--- src/rtl/mole_pkg.sv ---
`default_nettype none
// ============================================================================
// Module : mole_pkg
// Brief  : Shared types and constants for the mole game core and its LFSR.
// Rev    : 1.0 - initial release
// ============================================================================
package mole_pkg;

    typedef enum logic [2:0] {
        ST_IDLE   = 3'd0,
        ST_SPAWN  = 3'd1,
        ST_ACTIVE = 3'd2,
        ST_GAP    = 3'd3,
        ST_OVER   = 3'd4
    } mole_state_t;

    // Low byte is nonzero so any truncation to 8..32 bits stays a legal seed.
    localparam logic [31:0] c_lfsr_seed = 32'hACE1_35F7;

    // Right-shift Galois feedback masks for maximal-length sequences.
    function automatic logic [31:0] lfsr_taps(input int width);
        case (width)
            8:       lfsr_taps = 32'h0000_00B8;
            9:       lfsr_taps = 32'h0000_0110;
            10:      lfsr_taps = 32'h0000_0240;
            11:      lfsr_taps = 32'h0000_0500;
            12:      lfsr_taps = 32'h0000_0829;
            13:      lfsr_taps = 32'h0000_100D;
            14:      lfsr_taps = 32'h0000_2015;
            15:      lfsr_taps = 32'h0000_6000;
            16:      lfsr_taps = 32'h0000_B400;
            17:      lfsr_taps = 32'h0001_2000;
            18:      lfsr_taps = 32'h0002_0400;
            19:      lfsr_taps = 32'h0004_0023;
            20:      lfsr_taps = 32'h0009_0000;
            21:      lfsr_taps = 32'h0014_0000;
            22:      lfsr_taps = 32'h0030_0000;
            23:      lfsr_taps = 32'h0042_0000;
            24:      lfsr_taps = 32'h00E1_0000;
            25:      lfsr_taps = 32'h0120_0000;
            26:      lfsr_taps = 32'h0200_0023;
            27:      lfsr_taps = 32'h0400_0013;
            28:      lfsr_taps = 32'h0900_0000;
            29:      lfsr_taps = 32'h1400_0000;
            30:      lfsr_taps = 32'h2000_0029;
            31:      lfsr_taps = 32'h4800_0000;
            32:      lfsr_taps = 32'h8020_0003;
            default: lfsr_taps = 32'h0000_B400;
        endcase
    endfunction

endpackage
`default_nettype wire

--- src/rtl/mole_lfsr.sv ---
`default_nettype none
// ============================================================================
// Module : mole_lfsr
// Brief  : Free-running maximal-length Galois LFSR with zero-state recovery.
// Rev    : 1.0 - initial release
// ============================================================================
module mole_lfsr
    import mole_pkg::*;
#(
    parameter int               WIDTH = 16,
    parameter logic [WIDTH-1:0] SEED  = c_lfsr_seed[WIDTH-1:0]
) (
    input  logic             clk,
    input  logic             rst_n,
    output logic [WIDTH-1:0] q
);

    localparam logic [31:0]      c_taps_full = lfsr_taps(WIDTH);
    localparam logic [WIDTH-1:0] c_taps      = c_taps_full[WIDTH-1:0];

    logic [WIDTH-1:0] r_q;

    always_ff @(posedge clk or negedge rst_n) begin
        if (!rst_n) begin
            r_q <= SEED;
        end else if (r_q == '0) begin
            r_q <= SEED;
        end else begin
            r_q <= (r_q >> 1) ^ (r_q[0] ? c_taps : '0);
        end
    end

    assign q = r_q;

endmodule
`default_nettype wire

--- src/rtl/mole_game_core.sv ---
`default_nettype none
// ============================================================================
// Module : mole_game_core
// Brief  : Whack-a-mole sequencer: spawns moles, times windows, scores hits.
// Rev    : 1.0 - initial release
// ============================================================================
module mole_game_core
    import mole_pkg::*;
#(
    parameter int N_MOLES        = 8,
    parameter int LFSR_W         = 16,
    parameter int TICK_DIV       = 50000,
    parameter int WIN_BASE       = 40,
    parameter int WIN_STEP       = 4,
    parameter int WIN_MIN        = 8,
    parameter int GAP_TICKS      = 5,
    parameter int LIVES          = 3,
    parameter int HITS_PER_LEVEL = 8,
    parameter int MAX_LEVEL      = 7,
    parameter int SCORE_W        = 8
) (
    input  logic                           clk,
    input  logic                           rst_n,
    input  logic                           start,
    input  logic                           hit_valid,
    input  logic [$clog2(N_MOLES)-1:0]     hit_idx,
    output logic [N_MOLES-1:0]             mole_led,
    output logic [SCORE_W-1:0]             score,
    output logic [$clog2(LIVES+1)-1:0]     lives,
    output logic [$clog2(MAX_LEVEL+1)-1:0] level,
    output logic                           game_over
);

    localparam int IDX_W = $clog2(N_MOLES);
    localparam int LIV_W = $clog2(LIVES + 1);
    localparam int LVL_W = $clog2(MAX_LEVEL + 1);
    localparam int HIT_W = $clog2(HITS_PER_LEVEL + 1);
    localparam int PS_W  = (TICK_DIV > 1) ? $clog2(TICK_DIV) : 1;
    localparam int WIN_W = $clog2(((WIN_BASE > WIN_MIN) ? WIN_BASE : WIN_MIN) + 1);
    localparam int GAP_W = (GAP_TICKS > 0) ? $clog2(GAP_TICKS + 1) : 1;

    localparam logic [PS_W-1:0]  c_ps_last   = PS_W'(TICK_DIV - 1);
    localparam logic [LIV_W-1:0] c_lives     = LIV_W'(LIVES);
    localparam logic [LVL_W-1:0] c_level_max = LVL_W'(MAX_LEVEL);
    localparam logic [HIT_W-1:0] c_hits_last = HIT_W'(HITS_PER_LEVEL - 1);
    localparam logic [GAP_W-1:0] c_gap_load  = GAP_W'(GAP_TICKS);
    localparam logic [IDX_W-1:0] c_idx_last  = IDX_W'(N_MOLES - 1);

    mole_state_t        r_state,     w_state_next;
    logic [PS_W-1:0]    r_prescale,  w_prescale_next;
    logic [WIN_W-1:0]   r_win,       w_win_next;
    logic [GAP_W-1:0]   r_gap,       w_gap_next;
    logic [HIT_W-1:0]   r_hits,      w_hits_next;
    logic [IDX_W-1:0]   r_mole_idx,  w_mole_idx_next;
    logic [N_MOLES-1:0] r_mole_led,  w_mole_led_next;
    logic [SCORE_W-1:0] r_score,     w_score_next;
    logic [LIV_W-1:0]   r_lives,     w_lives_next;
    logic [LVL_W-1:0]   r_level,     w_level_next;
    logic               r_game_over;

    logic [LFSR_W-1:0]  w_lfsr_q;
    logic [IDX_W-1:0]   w_rand_idx;
    logic [IDX_W-1:0]   w_spawn_idx;
    logic [N_MOLES-1:0] w_spawn_led;
    logic [WIN_W-1:0]   w_win_load;
    logic               w_running;
    logic               w_tick;
    logic               w_timeout;
    logic               w_hit_ok;
    logic               w_hit_bad;

    mole_lfsr #(
        .WIDTH (LFSR_W),
        .SEED  (c_lfsr_seed[LFSR_W-1:0])
    ) u_lfsr (
        .clk   (clk),
        .rst_n (rst_n),
        .q     (w_lfsr_q)
    );

    // r_mole_idx is never cleared, so it doubles as the previous mole.
    assign w_rand_idx  = IDX_W'(w_lfsr_q % LFSR_W'(N_MOLES));
    assign w_spawn_idx = (w_rand_idx != r_mole_idx) ? w_rand_idx :
                         (w_rand_idx == c_idx_last) ? '0 : w_rand_idx + 1'b1;
    assign w_spawn_led = {{(N_MOLES-1){1'b0}}, 1'b1} << w_spawn_idx;

    assign w_running = (r_state == ST_SPAWN) || (r_state == ST_ACTIVE) || (r_state == ST_GAP);
    assign w_tick    = w_running && (r_prescale == c_ps_last);
    assign w_timeout = w_tick && (r_win == WIN_W'(1));
    assign w_hit_ok  = hit_valid && (hit_idx == r_mole_idx);
    assign w_hit_bad = hit_valid && (hit_idx != r_mole_idx);

    always_comb begin
        int v_win;
        v_win = WIN_BASE - int'(r_level) * WIN_STEP;
        if (v_win < WIN_MIN) v_win = WIN_MIN;
        w_win_load = WIN_W'(v_win);
    end

    always_comb begin
        w_state_next    = r_state;
        w_prescale_next = r_prescale;
        w_win_next      = r_win;
        w_gap_next      = r_gap;
        w_hits_next     = r_hits;
        w_mole_idx_next = r_mole_idx;
        w_mole_led_next = r_mole_led;
        w_score_next    = r_score;
        w_lives_next    = r_lives;
        w_level_next    = r_level;

        if (w_running) w_prescale_next = w_tick ? '0 : r_prescale + 1'b1;

        if (start) begin
            w_state_next    = ST_SPAWN;
            w_prescale_next = '0;
            w_hits_next     = '0;
            w_mole_led_next = '0;
            w_score_next    = '0;
            w_lives_next    = c_lives;
            w_level_next    = '0;
        end else begin
            case (r_state)
                ST_SPAWN: begin
                    w_mole_idx_next = w_spawn_idx;
                    w_mole_led_next = w_spawn_led;
                    w_win_next      = w_win_load;
                    w_state_next    = ST_ACTIVE;
                end
                ST_ACTIVE: begin
                    // A correct hit wins over a coinciding timeout tick.
                    if (w_hit_ok) begin
                        if (r_score != {SCORE_W{1'b1}}) w_score_next = r_score + 1'b1;
                        if (r_hits == c_hits_last) begin
                            w_hits_next = '0;
                            if (r_level != c_level_max) w_level_next = r_level + 1'b1;
                        end else begin
                            w_hits_next = r_hits + 1'b1;
                        end
                        w_mole_led_next = '0;
                        w_gap_next      = c_gap_load;
                        w_state_next    = ST_GAP;
                    end else begin
                        if (w_tick) w_win_next = r_win - 1'b1;
                        if (w_hit_bad || w_timeout) begin
                            w_lives_next = r_lives - 1'b1;
                            if (r_lives == LIV_W'(1)) begin
                                w_mole_led_next = '0;
                                w_state_next    = ST_OVER;
                            end else if (w_timeout) begin
                                w_mole_led_next = '0;
                                w_gap_next      = c_gap_load;
                                w_state_next    = ST_GAP;
                            end
                        end
                    end
                end
                ST_GAP: begin
                    if (w_tick) begin
                        if (r_gap <= GAP_W'(1)) w_state_next = ST_SPAWN;
                        else                    w_gap_next   = r_gap - 1'b1;
                    end
                end
                default: ;
            endcase
        end
    end

    always_ff @(posedge clk or negedge rst_n) begin
        if (!rst_n) begin
            r_state     <= ST_IDLE;
            r_prescale  <= '0;
            r_win       <= '0;
            r_gap       <= '0;
            r_hits      <= '0;
            r_mole_idx  <= '0;
            r_mole_led  <= '0;
            r_score     <= '0;
            r_lives     <= c_lives;
            r_level     <= '0;
            r_game_over <= 1'b0;
        end else begin
            r_state     <= w_state_next;
            r_prescale  <= w_prescale_next;
            r_win       <= w_win_next;
            r_gap       <= w_gap_next;
            r_hits      <= w_hits_next;
            r_mole_idx  <= w_mole_idx_next;
            r_mole_led  <= w_mole_led_next;
            r_score     <= w_score_next;
            r_lives     <= w_lives_next;
            r_level     <= w_level_next;
            r_game_over <= (w_state_next == ST_OVER);
        end
    end

    assign mole_led  = r_mole_led;
    assign score     = r_score;
    assign lives     = r_lives;
    assign level     = r_level;
    assign game_over = r_game_over;

endmodule
`default_nettype wire

--- config.mk ---
export PLATFORM = sky130hd
export DESIGN_NAME = mole_game_core
export DESIGN_NICKNAME = d
export VERILOG_FILES = /design/src/rtl/mole_pkg.sv /design/src/rtl/mole_lfsr.sv /design/src/rtl/mole_game_core.sv
export SDC_FILE = /design/constraint.sdc
export NUM_CORES = 1
export LEC_CHECK = 0
export ABC_AREA = 1
export CAP_MARGIN = 20
export CORE_MARGIN = 8
export CORE_UTILIZATION = 27
export CTS_CLUSTER_SIZE = 12
export DETAILED_ROUTE_END_ITERATION = 7
export PLACE_DENSITY = 0.5
export SLEW_MARGIN = 10
export SYNTH_ARGS = -nofsm -noshare
export SYNTH_HDL_FRONTEND = slang
export SYNTH_SLANG_ARGS = --single-unit
--- constraint.sdc ---
create_clock -name clk -period 1.6 [get_ports clk]
set_input_delay 0.24 -clock clk [delete_from_list [all_inputs] [get_ports clk]]
set_output_delay 0.24 -clock clk [all_outputs]
set_load 0.005 [all_outputs]
-- Word level (Yosys, flattened, before mapping)
Index checks and enable logic that the tools add are counted.
Widths: inputs -> output; s select.
- flip-flop bits (word level): 73
- add/subtract/negate cells: 9
- $lt $le $gt $ge: 2
- eq/ne operators: 24
- shift operators: 1
- muxes and demuxes: 49
- bitwise gates (word level): 2
- reduce and logical (&&, ||, !) cells: 26
- operator list (kind ; number):
    $mux 16 ; 5
    $mux 8 ; 9
    $mux 3 ; 20
    $mux 6 ; 3
    $reduce_bool 2->1 ; 9
    $add 16x1->16 const B ; 1
    $eq 16x16->1 const B ; 1
    $logic_not 16->1 ; 1
    $mux 4 ; 4
    $pmux 8 s2 ; 1
    $xor 15x16->16 ; 1
    $pmux 6 s2 ; 1
    $ne 2x2->1 const B ; 5
    $ne 3x3->1 const B ; 3
    $pmux 3 s3 ; 1
    $reduce_and 3->1 ; 3
    $add 8x1->8 const B ; 1
    $mux 2 ; 4
    $ne 8x8->1 const B ; 1
    $reduce_and 4->1 ; 2
    $shl 1x3->8 const A ; 1
    $lt 7x5->1 const B ; 1
    $reduce_and 7->1 ; 1
    $sub 6x5->7 const A ; 1
    other kinds (23) ; 33

-- Longest topological paths before layout
- depth in word-level cells: 12
- gate-level depth with buffers: 12

-- Modules after synthesis
A second synthesis with hierarchy kept.
- cell total of the unflattened synthesis: 519
- area total of the unflattened synthesis: 4141.5 um^2
- by module, submodules not included (module ; times used ; cells an instance ; area an instance (um^2) ; seq. area each (um^2)):
    mole_game_core ; 1 ; 460 ; 3543.4 ; 1428.9
    mole_lfsr ; 1 ; 59 ; 598.1 ; 414.1

-- Worst setup path after synthesis
Ideal clock, no wire load.
- path kind: register to register
- start point: reg u_lfsr.r_q[0], in the netlist u_lfsr.q[0]
- end point: reg u_lfsr.r_q[0], in the netlist u_lfsr.q[0]
- data arrival time: 1559 ps
- data required time: 1534 ps
- setup slack: -25 ps
- cell stages (with the launch flop): 8
- buffers on the path: 1
- period minus slack after synthesis: 1625 ps
- cells stage by stage: dfstp_2 > buf_4 > inv_1 > ha_1 > nand3_1 > nor4_1 > clkinv_1 > nand2_1
- cells in the longest elaborated chain, start to end: 2
- RTL lines (what ; line ; text):
    start, declared ; mole_lfsr.sv:21 ; logic [WIDTH-1:0] r_q;
    start signal, assigned ; mole_lfsr.sv:29 ; r_q <= (r_q >> 1) ^ (r_q[0] ? c_taps : '0);
    $logic_not 16->1 ; mole_lfsr.sv:26 ; end else if (r_q == '0) begin
    $mux 16 ; mole_lfsr.sv:26 ;
Every way passes these cells.
A chain may end at the register's enable or synchronous reset.

-- Final worst setup path
- start point: reg r_prescale[5]
- end point: reg r_gap[2]
- cells in the longest elaborated chain, start to end: 6
- elaborated cells on any way between the ends: 8
- those cells by class: eq/ne (4); reduce/logical (4)
- RTL lines (what ; line ; text):
    start, declared ; mole_game_core.sv:50 ; logic [PS_W-1:0] r_prescale, w_prescale_next;
    start signal, assigned ; mole_game_core.sv:184 ; r_prescale <= w_prescale_next;
    $eq 16x16->1 * ; mole_game_core.sv:88 ; assign w_tick = w_running && (r_prescale == c_ps_last);
    $logic_and 1x1->1 * ; mole_game_core.sv:88 ;
    $logic_and 1x1->1 ; mole_game_core.sv:89 ; assign w_timeout = w_tick && (r_win == WIN_W'(1));
    $logic_or 1x1->1 ; mole_game_core.sv:145 ; if (w_hit_bad || w_timeout) begin
    $ne 3x2->1 (no line) ; n/a ;
    $reduce_and 7->1 (no line) * ; n/a ;
    end signal, assigned ; mole_game_core.sv:186 ; r_gap <= w_gap_next;
    end, declared ; mole_game_core.sv:52 ; logic [GAP_W-1:0] r_gap, w_gap_next;
Every way passes the cells marked *; elsewhere a longest branch is shown, timed or not.

==> summary.md <==
| Metric | Value |
|---|---|
| Outcome | `finished with violations` |
| Violated checks | `negative setup slack` |
| Share of post-route cells with drive strength above 1 | `33.2%` |
| Root buf cell | `sky130_fd_sc_hd__clkbuf_16` |
| Type of destination of the critical path | `flop` |
| Startpoint of the worst-slack reg-to-reg timing path | `r_prescale[5]` |
| Tightest Pin Transition | `0.487 ns` |
| Number of DRC markers after the initial detailed-route iteration | `170` |
| Routed Wire Length | `10,100 microns` |
| Number of buffers inserted by port buffering | `28` |
| Horiz. Die Dim | `139 microns` |
| RSZ-0062 raised after global routing | `true` |
| Highest metal layer with signal wires | `met4` |
| Number of buffers inserted during clock tree synthesis | `9` |
| Antenna cells | `0` |
| Initial standard-cell utilization of the core | `27.2%` |
| Number of nets in the layout | `632` |
| Placed instance area | `5040 sq um` |
| Via count of the first global-routing pass | `3,681` |
| Number of levels the H-tree was split into | `3` |
| Main flop type after synthesis | `sky130_fd_sc_hd__dfrtp_1` |
| Die Ht | `139 microns` |
| Die outline area | `19,300 sq um` |
| Slack of the worst reg-to-reg path | `-0.07 ns` |
| Most common cell after layout, fill and taps aside | `sky130_fd_sc_hd__nand2_1` |
| Number of antenna violations at the first check in global routing | `0` |
| Latest clock arrival within the worst-skew pair | `0.34 ns` |
| RR Endpoint | `r_gap[2]` |
| Power density over cell area | `1100 nW/um^2` |
| Sequential share of the synthesized area | `45.2%` |
| Critical path start-end classification | `flop to flop` |
| CTS tree | `built` |
| Proportion of synthesized flip-flops having asynchronous set or reset | `100%` |
| Maximum Capacitance Violations | `0` |
| Leakage power figure | `0.00274 uW` |
| Final core occ | `38.7%` |
| Area of the mapped netlist | `4080 sq um` |
| Data arrival at the endpoint of the critical path | `1.90 ns` |
| Per-cell routed wire length | `12.6 microns` |
| Type of element launching the critical path | `flop` |
| Number of distinct library cell variants in the gate-level netlist after synthesis | `44` |
| Post-DP HPWL | `7450 microns` |
| Iteration count of the initial detailed-routing pass | `4` |
| # setup viols final | `15` |
| DR vias | `3,628` |
| Total routing resource utilization after global routing | `10.7%` |
| Number of hold violations in the final report | `0` |
| Wire length of the first global-routing pass | `16,900 microns` |
| Area growth from synthesis to final layout | `42.0%` |
| Maximum number of pins on one net before global-route repair | `35` |
| Detail Route met3 WL | `412 microns` |
| Routability congestion estimate | `0.856` |
| Number of flops mapped to enable cells by yosys | `0` |
| Achievable clock frequency | `600 MHz` |
| Met1 wire length | `4500 microns` |
| Overflow left after global routing | `0` |
| Req. time, crit path | `1.84 ns` |
| Final-report max-slew violation count | `0` |
| Final instance area | `5790 sq um` |
| Placeable core region | `15,000 sq um` |
| Met2 WL post-DR | `5050 microns` |
| Min setup slack post-route | `-0.0666 ns` |
| Number of placed cells counting well taps | `777` |
| Type of the tightest min-delay check | `input pin to async pin` |
| Number of nets produced by synthesis | `530` |
| Vias/cell | `4.51` |
| Portion of the clock cycle consumed by the worst path in the final layout | `104%` |
| Count of warnings emitted by yosys | `0` |
| Top library cells by usage in the layout, fill and taps aside | `103 x sky130_fd_sc_hd__nand2_1, 68 x sky130_fd_sc_hd__buf_4, 57 x sky130_fd_sc_hd__inv_1, 57 x sky130_fd_sc_hd__dfrtp_1, 43 x sky130_fd_sc_hd__nor2_1` |
| Worst relative slew slack | `67.6%` |
| Final Critical Period | `1.67 ns` |
| Depth of the worst register-to-register path | `11` |
| Sinks on Clock Net | `73` |
| Critical path peak fanout | `4` |
| Average instance area after synthesis | `8.00 sq um` |
| Clock-pin slew on the worst setup and hold paths | `0.06 ns` |
| Maximum root-to-sink buffer count | `2` |
| Post-route DRC | `0` |
| Post-synthesis cell count | `510` |
| Peak supply drop | `0.000541 V` |
| Final sum of negative setup slack | `-0.377 ns` |
| Number of core rows | `45` |
| Post-detailed-route count of antenna-violating nets | `0` |
| Final Non-Filler Cells | `805` |
| Tot Pwr | `6390 uW` |
| I/O pin count | `29` |
| Number of register bits inferred by synthesis | `73` |
| Final clock skew | `0.00894 ns` |
==> cell usage after synthesis (2+ instances only) <==
master                     number  area, sq um
sky130_fd_sc_hd__o21ai_2        3         26.3
sky130_fd_sc_hd__a31oi_1        4         25.0
sky130_fd_sc_hd__a21oi_1       10         50.1
sky130_fd_sc_hd__nand3_2        3         30.0
sky130_fd_sc_hd__o21ai_1       13         65.1
sky130_fd_sc_hd__o211ai_1       5         37.5
sky130_fd_sc_hd__clkbuf_1       6         22.5
sky130_fd_sc_hd__nor3_1        10         50.1
sky130_fd_sc_hd__buf_2          4         20.0
sky130_fd_sc_hd__inv_2          6         22.5
sky130_fd_sc_hd__nand3_1       41          205
sky130_fd_sc_hd__nand2_4        4         45.0
sky130_fd_sc_hd__o22ai_1        2         12.5
sky130_fd_sc_hd__nor3_2         2         20.0
sky130_fd_sc_hd__nor2_4         4         45.0
sky130_fd_sc_hd__nor4_1         3         18.8
sky130_fd_sc_hd__nor2_1        53          199
sky130_fd_sc_hd__xnor2_1        9         78.8
sky130_fd_sc_hd__nand4_1        9         56.3
sky130_fd_sc_hd__nand2_1      120          450
sky130_fd_sc_hd__nand2_2        9         56.3
sky130_fd_sc_hd__dfrtp_1       60         1500
sky130_fd_sc_hd__o21ai_0       15         75.1
sky130_fd_sc_hd__or2_2          3         18.8
sky130_fd_sc_hd__ha_1          13          163
sky130_fd_sc_hd__nor2_2         4         25.0
sky130_fd_sc_hd__xor2_1         7         61.3
sky130_fd_sc_hd__dfstp_2       13          342
sky130_fd_sc_hd__inv_1         60          225
==> metal layers <==
metal  GRT usage [%]  vias to the layer above
li1                -                     1846
met4            4.97                        0
met1            11.9                     1718
met5               0                        -
met2            18.6                       50
met3            3.13                       14
==> worst max path at each step <==
| stage | start | endpoint | slack [ns] |
|---|---|---|---|
| after detailed placement | hit_idx[1] | r_win[3] | -0.22 |
| after global routing | r_prescale[0] | r_prescale[14] | -0.18 |
| after floorplan | u_lfsr.q[0] | mole_led[7] | 0.02 |
| final | r_prescale[5] | r_gap[2] | -0.07 |
| after global placement | hit_idx[2] | r_win[3] | -0.18 |
| after CTS | r_prescale[0] | r_gap[2] | -0.03 |
==> through the flow <==
step | setup WS [ns] | hold slack [ns]
finish | -0.0666 | 0.400
global route | -0.178 | 0.408
CTS | -0.0275 | 0.402
detailed placement | -0.217 | 0.240
global placement | -0.182 | 0.238
floorplan | 0.0241 | -0.0556
==> power by group <==
| group | leakage (uW) | switching [uW] | internal [uW] |
|---|---|---|---|
| clock | 0.000149 | 787 | 1290 |
| combinational | 0.00168 | 1110 | 885 |
| sequential | 0.000917 | 215 | 2100 |
==> final cells by class <==
class	count	area [sq um]
Timing Repair inverter	1	7.51
Timing Repair Buffer	101	878
Sequential cell	73	1850
Clock inverter	4	51.3
Multi-Input combinational cell	358	2260
Inverter	68	258
Fill cell	1490	9190
Clock buffer	12	256
Tap cell	188	235
==> state kept, by name (all words and copies together), names as in the netlist <==
| register | count |
|---|---|
| r_mole_idx | 3 |
| mole_led | 8 |
| r_hits | 4 |
| r_prescale | 16 |
| r_gap | 3 |
| game_over | 1 |
| u_lfsr.q | 16 |
| r_state | 3 |
| score | 8 |
| r_win | 6 |
| level | 3 |
| lives | 2 |
==> repair_timing <==
action                                  CTS  global route
cloned                                    1             1
setup buffers                             6             3
hold buffers                              1             0
endpoints found under the setup margin   27            61
endpoints found under the hold margin    22             0
pin swaps                                15            20
resized for setup                        26            64
==> worst max-delay path: stages, from the launching register on <==
cell and delay (ns):
sky130_fd_sc_hd__dfrtp_1 0.39, sky130_fd_sc_hd__nor2_2 0.13, sky130_fd_sc_hd__nand3_2 0.13, sky130_fd_sc_hd__nor2_4 0.17, sky130_fd_sc_hd__buf_6 0.12, sky130_fd_sc_hd__nand4_4 0.16
sky130_fd_sc_hd__nand2_4 0.15, sky130_fd_sc_hd__nand2_4 0.06, sky130_fd_sc_hd__nand2_4 0.08, sky130_fd_sc_hd__nand2_2 0.06, sky130_fd_sc_hd__nand2_1 0.06, sky130_fd_sc_hd__nand2_1 0.06
==> kinds of logic after synthesis <==
family / count (synthesis) / synth area share, %
buf+inv: 80 / 7.82
xor+xnor: 16 / 3.43
fa+ha+maj: 13 / 3.99
flops: 73 / 45.2
simple gates: 270 / 31.2
mux: 1 / 0.245
compound gates: 57 / 8.13
Power figures use the tool's default switching activity.
